==> config.mk <==
export PLATFORM = sky130hd
export DESIGN_NAME = dbus2ocp3
export DESIGN_NICKNAME = d
export VERILOG_FILES = /design/src/rtl/dbus2ocp3.sv
export SDC_FILE = /design/constraint.sdc
export NUM_CORES = 1
export LEC_CHECK = 0
export ABC_AREA = 1
export ABC_CLOCK_PERIOD_IN_PS = 16650
export CORE_UTILIZATION = 27
export CTS_CLUSTER_SIZE = 8
export DETAILED_ROUTE_END_ITERATION = 12
export PLACE_DENSITY = 0.49
export SYNTH_ARGS = -nofsm -noshare
export SYNTH_HDL_FRONTEND = slang
export SYNTH_SLANG_ARGS = --single-unit
==> constraint.sdc <==
create_clock -name clk -period 16.65 [get_ports clk]
set_input_delay 1.665 -clock clk [delete_from_list [all_inputs] [get_ports clk]]
set_output_delay 1.665 -clock clk [all_outputs]
set_load 0.05 [all_outputs]
==> src/rtl/dbus2ocp3.sv <==
// CPU data-bus to OCP master bridge: posted-request command queue with an
// outstanding-transaction limit, in-order pass-through responses and status flags.
module dbus2ocp3 #(
    parameter int ADDR_W  = 32,
    parameter int DATA_W  = 32,
    parameter int BEN_W   = DATA_W / 8,
    parameter int DEPTH   = 4,
    parameter int MAX_OUT = 4
) (
    input  logic              clk,
    input  logic              nrst,
    input  logic [ADDR_W-1:0] i_DAddr,
    input  logic              i_DCmd,
    input  logic              i_DRnW,
    input  logic [BEN_W-1:0]  i_DBen,
    input  logic [DATA_W-1:0] i_DData,
    output logic              o_DAccept,
    output logic [DATA_W-1:0] o_DData,
    output logic              o_DRdy,
    output logic              o_DErr,
    output logic              o_Busy,
    output logic              o_ProtoErr,
    output logic [ADDR_W-1:0] o_MAddr,
    output logic [2:0]        o_MCmd,
    output logic [DATA_W-1:0] o_MData,
    output logic [BEN_W-1:0]  o_MByteEn,
    input  logic              i_SCmdAccept,
    input  logic [DATA_W-1:0] i_SData,
    input  logic [1:0]        i_SResp
);

    localparam int AW = $clog2(DEPTH);
    localparam int PW = $clog2(MAX_OUT + 1);

    typedef enum logic [2:0] {
        MCMD_IDLE  = 3'b000,
        MCMD_WRITE = 3'b001,
        MCMD_READ  = 3'b010
    } mcmd_e;

    logic [ADDR_W-1:0] mem_addr [DEPTH];
    logic              mem_rnw  [DEPTH];
    logic [BEN_W-1:0]  mem_ben  [DEPTH];
    logic [DATA_W-1:0] mem_data [DEPTH];

    logic [AW:0]       wr_ptr_q, wr_ptr_d;
    logic [AW:0]       rd_ptr_q, rd_ptr_d;
    logic [PW-1:0]     pending_q, pending_d;
    logic              proto_err_q, proto_err_d;
    logic              accept_q, accept_d;
    logic              busy_q, busy_d;
    mcmd_e             m_cmd_q, m_cmd_d;
    logic [ADDR_W-1:0] m_addr_q, m_addr_d;
    logic [DATA_W-1:0] m_data_q, m_data_d;
    logic [BEN_W-1:0]  m_ben_q, m_ben_d;

    logic push, pop, resp, empty_d, full_d;
    logic [AW-1:0] head_idx;

    assign push = i_DCmd && accept_q;
    assign pop  = (wr_ptr_q != rd_ptr_q) && i_SCmdAccept;
    assign resp = (i_SResp != 2'b00);

    always_comb begin
        // NOTE: every always_comb output gets a default first so no path can infer a latch.
        wr_ptr_d    = wr_ptr_q + (AW+1)'(push);
        rd_ptr_d    = rd_ptr_q + (AW+1)'(pop);
        pending_d   = pending_q;
        proto_err_d = proto_err_q;
        m_cmd_d     = MCMD_IDLE;
        m_addr_d    = m_addr_q;
        m_data_d    = m_data_q;
        m_ben_d     = m_ben_q;
        head_idx    = rd_ptr_d[AW-1:0];

        if (resp && pending_q == '0)
            proto_err_d = 1'b1;
        case ({push, resp && (pending_q != '0)})
            2'b10:   pending_d = pending_q + PW'(1);
            2'b01:   pending_d = pending_q - PW'(1);
            default: pending_d = pending_q;
        endcase

        empty_d = (wr_ptr_d == rd_ptr_d);
        full_d  = (wr_ptr_d[AW] != rd_ptr_d[AW]) &&
                  (wr_ptr_d[AW-1:0] == rd_ptr_d[AW-1:0]);

        // Next head is the slot being written this cycle only when the queue drains onto it.
        if (!empty_d) begin
            if (push && (rd_ptr_d == wr_ptr_q)) begin
                m_cmd_d  = i_DRnW ? MCMD_READ : MCMD_WRITE;
                m_addr_d = i_DAddr;
                m_data_d = i_DData;
                m_ben_d  = i_DBen;
            end else begin
                m_cmd_d  = mem_rnw[head_idx] ? MCMD_READ : MCMD_WRITE;
                m_addr_d = mem_addr[head_idx];
                m_data_d = mem_data[head_idx];
                m_ben_d  = mem_ben[head_idx];
            end
        end

        accept_d = !full_d && (pending_d < PW'(MAX_OUT));
        busy_d   = !empty_d || (pending_d != '0);
    end

    always_ff @(posedge clk or negedge nrst) begin
        // NOTE: state flops use non-blocking assignments so every flop samples pre-edge values.
        if (!nrst) begin
            wr_ptr_q    <= '0;
            rd_ptr_q    <= '0;
            pending_q   <= '0;
            proto_err_q <= 1'b0;
            accept_q    <= 1'b0;
            busy_q      <= 1'b0;
            m_cmd_q     <= MCMD_IDLE;
            m_addr_q    <= '0;
            m_data_q    <= '0;
            m_ben_q     <= '0;
        end else begin
            wr_ptr_q    <= wr_ptr_d;
            rd_ptr_q    <= rd_ptr_d;
            pending_q   <= pending_d;
            proto_err_q <= proto_err_d;
            accept_q    <= accept_d;
            busy_q      <= busy_d;
            m_cmd_q     <= m_cmd_d;
            m_addr_q    <= m_addr_d;
            m_data_q    <= m_data_d;
            m_ben_q     <= m_ben_d;
        end
    end

    // NOTE: queue storage has no reset; an entry is only read after it has been written.
    always_ff @(posedge clk) begin
        if (push) begin
            mem_addr[wr_ptr_q[AW-1:0]] <= i_DAddr;
            mem_rnw[wr_ptr_q[AW-1:0]]  <= i_DRnW;
            mem_ben[wr_ptr_q[AW-1:0]]  <= i_DBen;
            mem_data[wr_ptr_q[AW-1:0]] <= i_DData;
        end
    end

    assign o_DAccept  = accept_q;
    assign o_Busy     = busy_q;
    assign o_ProtoErr = proto_err_q;
    assign o_MCmd     = m_cmd_q;
    assign o_MAddr    = m_addr_q;
    assign o_MData    = m_data_q;
    assign o_MByteEn  = m_ben_q;

    // FAIL (2'b10) and ERR (2'b11) are the only codes with the top bit set.
    assign o_DData = i_SData;
    assign o_DRdy  = resp;
    assign o_DErr  = i_SResp[1];

endmodule
After elaboration in Yosys (flattened, before gate mapping)
Memories as Yosys holds them, arrays and structs flattened.
Cells that the tools add are included.
{ "totals": {"mem_bits_ro": 0, "mem_bits_rw": 276, "register_bits": 83, "output_inout_bits": 108, "input_bits": 107, "mem_count": 4, "latchBits": 0, "wordCells": 50} }
{ "op_classes": {"bitwise": 0, "reduce_logical": 14, "n_lt_le_gt_ge": 1, "n_mux": 10, "n_shift": 0, "add_sub_neg": 4, "div": 0, "n_mul": 0, "eq_ne": 7} }
{ "mem_list": {"columns": ["memory", "depth", "width", "rd", "rd_ports_with_merged_regs", "write_ports", "line_no", "source"], "rows": [
  ["mem_addr", 4, 32, 1, 0, 1, "41", "logic [ADDR_W-1:0] mem_addr [DEPTH];"],
  ["mem_data", 4, 32, 1, 0, 1, "44", "logic [DATA_W-1:0] mem_data [DEPTH];"],
  ["mem_ben", 4, 4, 1, 0, 1, "43", "logic [BEN_W-1:0] mem_ben [DEPTH];"],
  ["mem_rnw", 4, 1, 1, 0, 1, "42", "logic mem_rnw [DEPTH];"]
]} }
{ "op_table": {"columns": ["operator", "count"], "rows": [
  ["$mux W32", 2],
  ["$mux W2", 4],
  ["$logic_and A1 B1 Y1", 7],
  ["$add A3 B1 Y3", 2],
  ["$eq A3 B3 Y1", 2],
  ["$pmux W3 S2", 1],
  ["$reduce_bool A3 Y1", 2],
  ["$mux W4", 1],
  ["$add A3 B1 Y3 const B", 1],
  ["$logic_not A3 Y1", 1],
  ["$lt A3 B3 Y1 const B", 1],
  ["$ne A3 B3 Y1", 1],
  ["$sub A3 B1 Y3 const B", 1],
  ["$eq A2 B1 Y1 const B", 1],
  ["$eq A2 B2 Y1", 1],
  ["$eq A2 B2 Y1 const B", 1],
  ["$logic_not A1 Y1", 2],
  ["$mux W1", 2],
  ["$reduce_bool A2 Y1", 1],
  ["$logic_or A1 B1 Y1", 1],
  ["$ne A1 B1 Y1", 1]
]} }

Longest topological paths before layout
{ "logic_depth": {"ltp_word": 7, "ltp_mapped": 16, "depth_no_buf": 13} }

Worst setup path after synthesis
Ideal clock, no wire load.
{ "synth_path": {"path_kind": "input-to-reg", "start": "in i_DCmd", "end": "mem mem_addr[1][0], enable pin", "path_buffers": 0, "setup_time_ns": 0.581, "stages": 2, "setup_slack_ns": 9.566, "arrival_time_ns": 6.503, "t_required_ns": 16.069, "path_cell_list": "nand2_1 > nor3_1"} }
{ "synth_between": {"elab_chain_cells": 3} }
{ "synth_lines": {"columns": ["item", "line_no", "source"], "rows": [
  ["from (decl)", "13", "input logic i_DCmd,"],
  ["$logic_and A1 B1 Y1", "60", "assign push = i_DCmd && accept_q;"],
  ["$mux W1", "136", "if (push) begin"],
  ["$mux W1 (not written as such)", "137", "mem_addr[wr_ptr_q[AW-1:0]] <= i_DAddr;"],
  ["to (decl)", "41", null]
]} }
No other way between the ends.

Final worst setup path
{ "layout_path": {"start": "in i_SResp[1]", "end": "out o_DRdy"} }
{ "layout_between": {"elab_chain_cells": 1} }
{ "layout_lines": {"columns": ["item", "line_no", "source"], "rows": [
  ["from (decl)", "29", "input logic [1:0] i_SResp"],
  ["$reduce_bool A2 Y1", "62", "assign resp = (i_SResp != 2'b00);"],
  ["to (decl)", "19", "output logic o_DRdy,"]
]} }
No other way between the ends.

==> run_results.csv <==
group,metric,value,unit
sta,relSlewSlack,26.1,%
synth,async_flop_share,22.9,%
die,start_util,27.3,%
cts,cts.sinks,358,
worst_setup_path,slowest_stage,"clkdlybuf4s50_1",
worst_setup_path,reg2reg_slack,12.90,ns
place,hpwl,21.8,mm
die,fp.dieArea,56800,µm²
synth,syn_nets,1557,
sta,min_period_over_period,29.2,%
job,cap_violations,0,
worst_setup_path,path_max_fanout,3,
synth,synth_top_family_by_area,"simple AND/OR/NAND/NOR gates",
global_route,grt_pass1_vias,10200,
cts,clk_path_buf_depth,3,
place,portBuffers,149,
detailed_routing,drt_wl_total,40.2,mm
synth,synth_xor_area_share,0.522,%
synth,synthSimpleGateAreaFrac,23.8,%
place,globalplace.congestion,0.726,
detailed_routing,wl_per_cell,17.2,µm
synth,ys.warnings.count,0,
die,fp-row-count,86,
synth,synth.area.mux_share,0,%
sta,worstMarginPinSlew,1.11,ns
cells_and_area,drive_gt1_share,5.36,%
cells_and_area,nNetsFinal,1658,
cts,post-cts-setup-buffer-count,0,
sta,worst_slack,11.79,ns
detailed_routing,firstDrtPassIters,5,
worst_setup_path,worstPathArrival,3.19,ns
worst_setup_path,path_common_cell,"clkdlybuf4s50_1",
synth,synthesis.area,15100,µm²
detailed_routing,final_antenna_net_count,0,
global_route,grt_pass1_wl,62.3,mm
detailed_routing,post-route-drc-count,0,
run_status,outcome,"finished clean",
cts,cts_root_buffer,"clkbuf_16",
synth,synth_seq_cells,358,
sta,finalMaxSlewViolations,0,
detailed_routing,dr_total_vias,10200,
worst_setup_path,cp_cell_sequence,"clkdlybuf4s50_1 > inv_1 > nand2_1 > clkdlybuf4s50_1",
sta,hold_viol,0,
worst_setup_path,path_class,"input pin to output port",
synth,synth_enable_flop_cells,276,
cts,tritoncts,"built",
synth,synth_adder_area_share,0.547,%
synth,syn_avg_cell_area,10.5,µm²
global_route,grt_util_all_layers,14.3,%
die,core_area,55200,µm²
global_route,antenna_found_initial,3,
cells_and_area,finalInstanceArea,18600,µm²
worst_setup_path,critical_path.startpoint_type,"input pin",
sta,max_freq,206,MHz
worst_setup_path,required,14.98,ns
cts,clk_latency,0.56,ns
sta,rsz0062_at_grt,"false",
global_route,grt_max_degree,91,
detailed_routing,drt_iter0_markers,584,
synth,synth-compound-area-share,0.348,%
die,die_y,238,µm
die,die_w,238,µm
sta,finClkSkew,0.0148,ns
sta,setup_violations,0,
cts,clk_pin_slew_worst_paths,0.05,ns
global_route,gr-total-overflow,0,
cts,cts_hold_buf,0,
cts,htreeDepth,2,
place,placed_area,17100,µm²
detailed_routing,vias_per_cell,4.37,
worst_setup_path,cpPeakStageDelay,0.83,ns
synth,synth_flop_cell,"edfxtp_1",
cells_and_area,area_delta_synth_final,23.1,%
die,ioPinCount,215,
synth,synth.distinct_cells,26,
sta,finalSetupTns,0,ns
cts,cts_resized,0,
place,place_ws,11.34,ns
sta,finalCriticalPeriod,4.86,ns
worst_setup_path,crit_path_end_kind,"output port",
synth,yosysSeqAreaShare,68.5,%
cts,numCtsBuffers,50,
synth,synthCells,1444,
worst_hold_path,worstHoldPathType,"register to register",
==> cell type report <==
| cell class | instances | area, µm² |
|---|---|---|
| clock buffer | 94 | 1490 |
| fill | 5498 | 36600 |
| inverter | 86 | 328 |
| timing repair buffer | 165 | 1610 |
| sequential | 358 | 10300 |
| tap | 748 | 936 |
| multi-input combinational | 884 | 3870 |
| antenna | 1 | 2.50 |
==> cells by family after synthesis <==
group,Yosys count
xor gates and xnor gates,9
other,1
buffers and inverters,202
AOI/OAI and AO/OA,9
DFF,358
and+or+nand+nor,859
adders and majority gates,6
==> cell usage after synthesis (5+ instances only) <==
master / instances / share of area [%]
a21oi_1: 5 / 0.17
buf_1: 18 / 0.45
buf_2: 24 / 0.80
buf_4: 39 / 1.9
clkbuf_1: 34 / 0.85
dfrtp_1: 82 / 14
edfxtp_1: 276 / 55
ha_1: 5 / 0.41
inv_1: 83 / 2.1
nand2_1: 570 / 14
nand3_1: 276 / 9.2
nor2_1: 6 / 0.15
xnor2_1: 5 / 0.29
==> cells in the final DEF (no fill, tap or decap), types with 3 or more instances in the layout <==
cell and count:
buf_4 17, a21oi_1 5, nand3_1 276, inv_1 83, nor2_1 6, clkdlybuf4s50_1 148, nor3_2 4, nand2_1 569
ha_1 3, clkbuf_1 40, xnor2_1 5, dfrtp_1 82, edfxtp_1 276, xor2_1 4, clkbuf_16 53
==> per-layer routing <==
metal / wire length [µm] / global-route usage (%) / vias to the layer above / share of wire (%)
li1: - / - / 4976 / -
met4: 955 / 4.51 / 4 / 2.4
met2: 18900 / 23.3 / 212 / 47
met3: 2140 / 3.33 / 81 / 5.3
met1: 18200 / 18.8 / 4943 / 45
met5: 29 / 0 / - / 0.072
==> worst max-delay path, delay by kind of cell <==
kind,cells,cell delay [ns]
buffers and inverters,3,1.36
AND/OR/NAND/NOR,1,0.16
==> through the flow <==
stage / hold WS, ns / std cells / utilization (%)
floorplan: 0.489 / 1444 / -
global placement: 0.455 / 2241 / 31.0
detailed placement: 0.456 / 2241 / 31.0
CTS: 0.468 / 2335 / 33.7
global route: 0.484 / 2335 / 33.7
finish: 0.461 / 2336 / 33.7
==> final timing paths <==
kind | depth (start not counted) | to | start
max in group asynchronous | 2 | o_MAddr[21] | nrst
max | 4 | o_DRdy | i_SResp[1]
min reg2reg | 1 | o_ProtoErr | o_ProtoErr
min | 1 | o_ProtoErr | o_ProtoErr
max reg2reg | 11 | o_MData[4] | wr_ptr_q[1]
min in group asynchronous | 1 | o_MAddr[3] | nrst
==> state kept, by name (all words and copies together) (netlist names), 4 cells and up <==
name / flops
mem_addr: 128
mem_data: 128
o_MAddr: 32
o_MData: 32
mem_ben: 16
mem_rnw: 4
o_MByteEn: 4
Power is left out: the tool's default activity adds up to more than one toggle a clock period on the data nets, which glitch-free logic cannot reach.
